File: src/rtl/smg_pkg.sv
// Shared constants for the score display: game status encodings,
// active-low seven-segment patterns and the BCD-to-segment decoder.
package smg_pkg;

    localparam logic [2:0] ST_START = 3'b001;
    localparam logic [2:0] ST_PLAY  = 3'b010;
    localparam logic [2:0] ST_END   = 3'b100;

    localparam logic [7:0] SEG_0     = 8'hC0;
    localparam logic [7:0] SEG_1     = 8'hF9;
    localparam logic [7:0] SEG_2     = 8'hA4;
    localparam logic [7:0] SEG_3     = 8'hB0;
    localparam logic [7:0] SEG_4     = 8'h99;
    localparam logic [7:0] SEG_5     = 8'h92;
    localparam logic [7:0] SEG_6     = 8'h82;
    localparam logic [7:0] SEG_7     = 8'hF8;
    localparam logic [7:0] SEG_8     = 8'h80;
    localparam logic [7:0] SEG_9     = 8'h90;
    localparam logic [7:0] SEG_BLANK = 8'hFF;

    // Decimal point (bit 7) stays off in every pattern; non-BCD nibbles go blank.
    function automatic logic [7:0] bcd_to_seg(input logic [3:0] nibble);
        case (nibble)
            4'd0:    bcd_to_seg = SEG_0;
            4'd1:    bcd_to_seg = SEG_1;
            4'd2:    bcd_to_seg = SEG_2;
            4'd3:    bcd_to_seg = SEG_3;
            4'd4:    bcd_to_seg = SEG_4;
            4'd5:    bcd_to_seg = SEG_5;
            4'd6:    bcd_to_seg = SEG_6;
            4'd7:    bcd_to_seg = SEG_7;
            4'd8:    bcd_to_seg = SEG_8;
            4'd9:    bcd_to_seg = SEG_9;
            default: bcd_to_seg = SEG_BLANK;
        endcase
    endfunction

endpackage

File: src/rtl/smg_bcd_counter.sv
// Multi-digit BCD counter with synchronous clear and single-step increment.
// Ports: Clk_50mhz, Rst (sync, active-high), clr (clear, beats inc),
//        inc (add one), bcd (packed digits, digit i at [4i+3:4i]).
module smg_bcd_counter #(
    parameter int unsigned DIGITS   = 4,
    parameter bit          SATURATE = 1'b0
) (
    input  logic                  Clk_50mhz,
    input  logic                  Rst,
    input  logic                  clr,
    input  logic                  inc,
    output logic [4*DIGITS-1:0]   bcd
);

    localparam int unsigned W = 4 * DIGITS;

    logic [W-1:0] bcd_inc;
    logic         carry;
    logic         all_nines;

    // Ripple carry: a digit advances only while every lower digit is 9.
    always_comb begin
        bcd_inc   = bcd;
        carry     = 1'b1;
        all_nines = 1'b1;
        for (int i = 0; i < int'(DIGITS); i++) begin
            if (bcd[4*i +: 4] != 4'd9) begin
                all_nines = 1'b0;
            end
            if (carry) begin
                if (bcd[4*i +: 4] == 4'd9) begin
                    bcd_inc[4*i +: 4] = 4'd0;
                end else begin
                    bcd_inc[4*i +: 4] = bcd[4*i +: 4] + 4'd1;
                    carry             = 1'b0;
                end
            end
        end
    end

    always_ff @(posedge Clk_50mhz) begin
        if (Rst) begin
            bcd <= '0;
        end else if (clr) begin
            bcd <= '0;
        end else if (inc && !(SATURATE && all_nines)) begin
            bcd <= bcd_inc;
        end
    end

endmodule

File: src/rtl/smg_score_scan.sv
// Snake-game score keeper and multiplexed seven-segment driver.
// Ports: Clk_50mhz, Rst (sync, active-high), Body_add_sig (level, each rise
//        scores), Game_status (one-hot START/PLAY/END), Show_high (display
//        select), Score_bcd / High_bcd (packed BCD), Smg_duan (active-low
//        segments), Smg_we (one-cold digit enables).
module smg_score_scan
    import smg_pkg::*;
#(
    parameter int unsigned DIGITS        = 4,
    parameter int unsigned SCAN_CYCLES   = 50000,
    parameter bit          SATURATE      = 1'b0,
    parameter bit          BLANK_LEADING = 1'b1
) (
    input  logic                  Clk_50mhz,
    input  logic                  Rst,
    input  logic                  Body_add_sig,
    input  logic [2:0]            Game_status,
    input  logic                  Show_high,
    output logic [4*DIGITS-1:0]   Score_bcd,
    output logic [4*DIGITS-1:0]   High_bcd,
    output logic [7:0]            Smg_duan,
    output logic [DIGITS-1:0]     Smg_we
);

    localparam int unsigned W     = 4 * DIGITS;
    localparam int unsigned CNT_W = $clog2(SCAN_CYCLES);
    localparam int unsigned IDX_W = $clog2(DIGITS);

    logic             add_d;
    logic             add_q;
    logic             add_pulse;
    logic             is_end;
    logic [CNT_W-1:0] scan_cnt;
    logic [IDX_W-1:0] dig_idx;
    logic [W-1:0]     disp;
    logic [3:0]       nibble;
    logic             zero_above;
    logic             blank;
    logic [7:0]       seg_next;
    logic [DIGITS-1:0] we_next;

    assign is_end    = (Game_status == ST_END);
    assign add_pulse = Body_add_sig & ~add_d;

    // Edge detect; the pulse is registered once and dropped if it rose during END.
    always_ff @(posedge Clk_50mhz) begin
        if (Rst) begin
            add_d <= 1'b0;
            add_q <= 1'b0;
        end else begin
            add_d <= Body_add_sig;
            add_q <= add_pulse & ~is_end;
        end
    end

    smg_bcd_counter #(
        .DIGITS   (DIGITS),
        .SATURATE (SATURATE)
    ) u_score (
        .Clk_50mhz (Clk_50mhz),
        .Rst       (Rst),
        .clr       (is_end),
        .inc       (add_q),
        .bcd       (Score_bcd)
    );

    // Sticky record; packed BCD compares in numeric order.
    always_ff @(posedge Clk_50mhz) begin
        if (Rst) begin
            High_bcd <= '0;
        end else if (Score_bcd > High_bcd) begin
            High_bcd <= Score_bcd;
        end
    end

    // Digit scan timer.
    always_ff @(posedge Clk_50mhz) begin
        if (Rst) begin
            scan_cnt <= '0;
            dig_idx  <= '0;
        end else if (scan_cnt == CNT_W'(SCAN_CYCLES - 1)) begin
            scan_cnt <= '0;
            dig_idx  <= (dig_idx == IDX_W'(DIGITS - 1)) ? '0 : dig_idx + IDX_W'(1);
        end else begin
            scan_cnt <= scan_cnt + CNT_W'(1);
        end
    end

    assign disp = Show_high ? High_bcd : Score_bcd;

    // Walk from the top digit down so zero_above covers digits i..DIGITS-1.
    always_comb begin
        nibble     = 4'd0;
        blank      = 1'b0;
        zero_above = 1'b1;
        we_next    = '1;
        for (int i = int'(DIGITS) - 1; i >= 0; i--) begin
            zero_above = zero_above & (disp[4*i +: 4] == 4'd0);
            if (dig_idx == IDX_W'(i)) begin
                nibble     = disp[4*i +: 4];
                blank      = BLANK_LEADING && (i != 0) && zero_above;
                we_next[i] = 1'b0;
            end
        end
        seg_next = blank ? SEG_BLANK : bcd_to_seg(nibble);
    end

    always_ff @(posedge Clk_50mhz) begin
        if (Rst) begin
            Smg_we   <= '1;
            Smg_duan <= SEG_BLANK;
        end else begin
            Smg_we   <= we_next;
            Smg_duan <= seg_next;
        end
    end

endmodule
File: config.mk
export PLATFORM = sky130hd
export DESIGN_NAME = smg_score_scan
export DESIGN_NICKNAME = d
export VERILOG_FILES = /design/src/rtl/smg_pkg.sv /design/src/rtl/smg_bcd_counter.sv /design/src/rtl/smg_score_scan.sv
export SDC_FILE = /design/constraint.sdc
export NUM_CORES = 1
export LEC_CHECK = 0
export CAP_MARGIN = 20
export CORE_MARGIN = 5
export CORE_UTILIZATION = 45
export DETAILED_ROUTE_END_ITERATION = 12
export HOLD_SLACK_MARGIN = 0.12
export PLACE_DENSITY_LB_ADDON = 0.1
export SETUP_SLACK_MARGIN = 0.2
export SYNTH_ARGS = -nofsm -noshare
export SYNTH_HDL_FRONTEND = slang
export SYNTH_SLANG_ARGS = --single-unit
File: constraint.sdc
create_clock -name Clk_50mhz -period 6.9 [get_ports Clk_50mhz]
set_input_delay 0.69 -clock Clk_50mhz [delete_from_list [all_inputs] [get_ports Clk_50mhz]]
set_output_delay 0.69 -clock Clk_50mhz [all_outputs]
set_load 0.02 [all_outputs]
==> summary.txt <==
Floorplanning
  – Die Y: 99.5 microns
  – Core Region: 7770 sq um
  – Initial Util: 46.5%
  – # rows: 32
  – Die Footprint: 9910 sq um
  – I/O Pins: 51
  – Die Width: 99.5 microns

Clock tree
  – Clk root buf: clkbuf_8
  – Clock sinks: 63
  – Setup bufs post-CTS: 0
  – Post-CTS sizing: 0
  – CTS tree: done
  – Reg clk slew, reported paths: 0.08 ns
  – CTS Buf Count: 9
  – Hold buffers post-CTS: 0
  – Htree depth: 3
  – Clock Latency Late Sink: 0.34 ns
  – CTS Buffer Depth: 2

Drt
  – Initial drt markers: 90
  – 1st-pass router iterations: 4
  – WL per Instance: 14.4 microns
  – Antenna-violating nets left: 0
  – Vias/cell: 5.32
  – WL final: 8.15 mm
  – DR vias: 3,008
  – DRC violations left: 0

Power and ir drop
  – Peak VDD IR: 0.108 mV
  – Clk pwr share: 48.6%
  – Switching Fraction: 23.1%
  – P_sw: 0.000189 W
  – Total power per unit cell area: 189 nW/um^2
  – Int Power: 0.000632 W
  – Comb power frac: 6.0%
  – Leakage power figure: 1.58 nW
  – Sequential share of power: 45.4%

Critical path
  – Crit Path Max Fanout: 21
  – Worst setup SP type: input pin
  – CP bufs+invs: 1
  – CP arrival: 3.72 ns
  – Critical-path cell with the highest stage delay: clkdlybuf4s50_1
  – Top delay family on crit path: buffers and inverters
  – WS Path Type: input pin to flip-flop
  – Worst setup EP type: flip-flop
  – Worst-path cell chain: clkdlybuf4s50_1, mux2_2, a221oi_1, o22ai_1, ha_1, or3_1, a21oi_1, o211ai_1
  – Slowest stage delay, CP: 1.10 ns
  – WP data required: 7.09 ns

GRT
  – Met1 Track Usage GR: 23.4%
  – Overall global routing resource usage: 16.9%
  – First-pass GRT wire length: 13.6 mm
  – Largest net degree at the start of global routing: 46
  – GRT busiest layer: met2
  – Initial antenna violation count: 0
  – Vias in the first global route: 2,745
  – M2 GR Usage: 26.2%
  – Met3 usage: 3.65%
  – GR Overflow Total: 0

Synth
  – Syn. warnings: 0
  – Asr flop ratio synth: 0%
  – Syn avg cell area: 8.59 sq um
  – #FFs+latches synth: 63
  – Number of enable flip-flop cells after synthesis: 0
  – Post-Synthesis Cells: 420
  – Register area share after synthesis: 35.0%
  – Main flop type after synthesis: dfxtp_1
  – Synthesized Nets: 453
  – Post-synthesis cell area: 3610 sq um
  – Netlist cell types: 60

Cells and area
  – Non-Filler Instances: 565
  – Number of diodes: 0
  – Fill cell count: 716
  – Fin area: 4340 sq um
  – P&R area growth vs syn: 20.3%
  – Final Util: 55.9%
  – Share of layout cells above drive strength 1: 6.91%
  – Final net count: 491

STA
  – Final Slew Violations: 0
  – Endpoints failing setup: 0
  – Setup TNS Final: 0 ns
  – Unrepaired setup endpoints after global routing: no
  – Slew @ Worst Pin: 1.03 ns
  – Fin crit period: 3.53 ns
  – Clk_skew: 0.0121 ns
  – Fmax achieved: 283 MHz
  – Final Cycle Share: 51.1%
  – Final hold vios: 0
  – Worst hold slack: 0.396 ns
  – Worst slew margin: 31.1%

Status
  – Status: finished clean

Run
  – Max cap viols: 0

Placed design
  – PortBufs: 49
  – Placed inst area: 4100 sq um
  – Hpwl dp: 5.86 mm
  – RePlAce Congestion: 0.907
  – Placed Cells: 549

Hold path
  – Hold Path Class: flip-flop to flip-flop
power by group through the flow:
| stage | clock (W) | sequential, W | combinational [W] |
|---|---|---|---|
| floorplan | 0 | 0.000385 | 0.0000328 |
| global placement | 0 | 0.000381 | 0.0000488 |
| detailed placement | 0 | 0.000382 | 0.0000494 |
| CTS | 0.000407 | 0.000373 | 0.0000494 |
| global route | 0.000422 | 0.000374 | 0.0000530 |
| finish | 0.000399 | 0.000373 | 0.0000490 |
layout by cell type (no fill, tap or decap), drive strengths merged, types with 2 or more instances in the layout:
cell type      instances
dfxtp                 63
nand2                 49
clkdlybuf4s50         49
nor2                  36
mux2i                 28
ha                    26
inv                   26
a21oi                 21
nand3                 12
nor3                  12
xnor2                 12
o21ai                 12
xor2                   9
clkbuf                 9
nor2b                  9
nor3b                  8
nand4                  7
nor4                   7
o211ai                 7
mux2                   7
or3                    5
and3                   5
and2                   4
a21o                   3
bufinv                 3
or2                    3
o22ai                  2
nand2b                 2
a22oi                  2
nand4b                 2
o41ai                  2
o22a                   2
nor4b                  2
a21boi                 2
clkinv                 2
Yosys cell counts (all sizes together), types with 3 or more instances:
master	count	area, sq um
dfxtp	63	1260
o211ai	7	52.6
and3	5	36.3
or2	3	18.8
o21ai	12	60.1
nand3	12	60.1
or3	5	31.3
xor2	9	78.8
xnor2	12	105
mux2i	28	280
nor2	36	135
nor3b	8	65.1
a21oi	21	105
nand2	49	184
clkbuf	14	53.8
nor4	7	43.8
and2	4	27.5
a21o	3	22.5
inv	25	93.8
ha	26	325
nand4	7	43.8
buf	8	76.3
nor3	12	60.1
nor2b	9	63.8
mux2	7	82.6
worst paths after layout:
path / start / endpoint / slack [ns] / cells after the start
setup / recovery: Show_high / Smg_duan[3] / 3.37 / 8
hold / removal: add_d / add_q / 0.40 / 1
setup reg to reg: u_score.bcd[14] / High_bcd[13] / 4.04 / 6
hold reg to reg: add_d / add_q / 0.40 / 1
per-layer routing:
metal,part of all wire (%),vias up,wire length (microns)
li1,-,1526,-
met1,51,1420,4150
met2,45,54,3630
met3,3.3,8,272
met4,1.2,0,98
met5,0,-,0
area by class of cell:
class / count / area (sq um) / area share [%]
clock buffer: 9 / 124 / 2.85
clock inverter: 7 / 120 / 2.77
inverter: 25 / 93.8 / 2.16
multi-input combinational: 310 / 2120 / 48.9
sequential: 63 / 1260 / 29.1
tap: 102 / 128 / 2.94
timing repair buffer: 49 / 490 / 11.3
logic make-up (layout without fill, tap and decap cells):
group | Yosys count | after routing | synth area share [%]
compound gates | 59 | 59 | 10.5
xor+xnor | 21 | 21 | 5.10
other cells | 1 | 1 | 0.104
flops | 63 | 63 | 35.0
mux | 35 | 35 | 10.1
fa+ha+maj | 26 | 26 | 9.02
buf+inv | 47 | 90 | 6.21
simple gates | 168 | 168 | 24.1
registers in the layout, indices dropped and copies added (netlist names):
signal       cells
High_bcd        16
scan_cnt        16
u_score.bcd     16
Smg_duan         7
Smg_we           4
dig_idx          2
add_d            1
add_q            1
through the flow:
stage,worst slack [ns],power (W)
after global routing,3.19,0.000849
after detailed placement,3.04,0.000431
after CTS,3.42,0.000830
after floorplan,4.34,0.000417
final,3.37,0.000821
after global placement,3.12,0.000430
(Power assumes the default switching activity.)
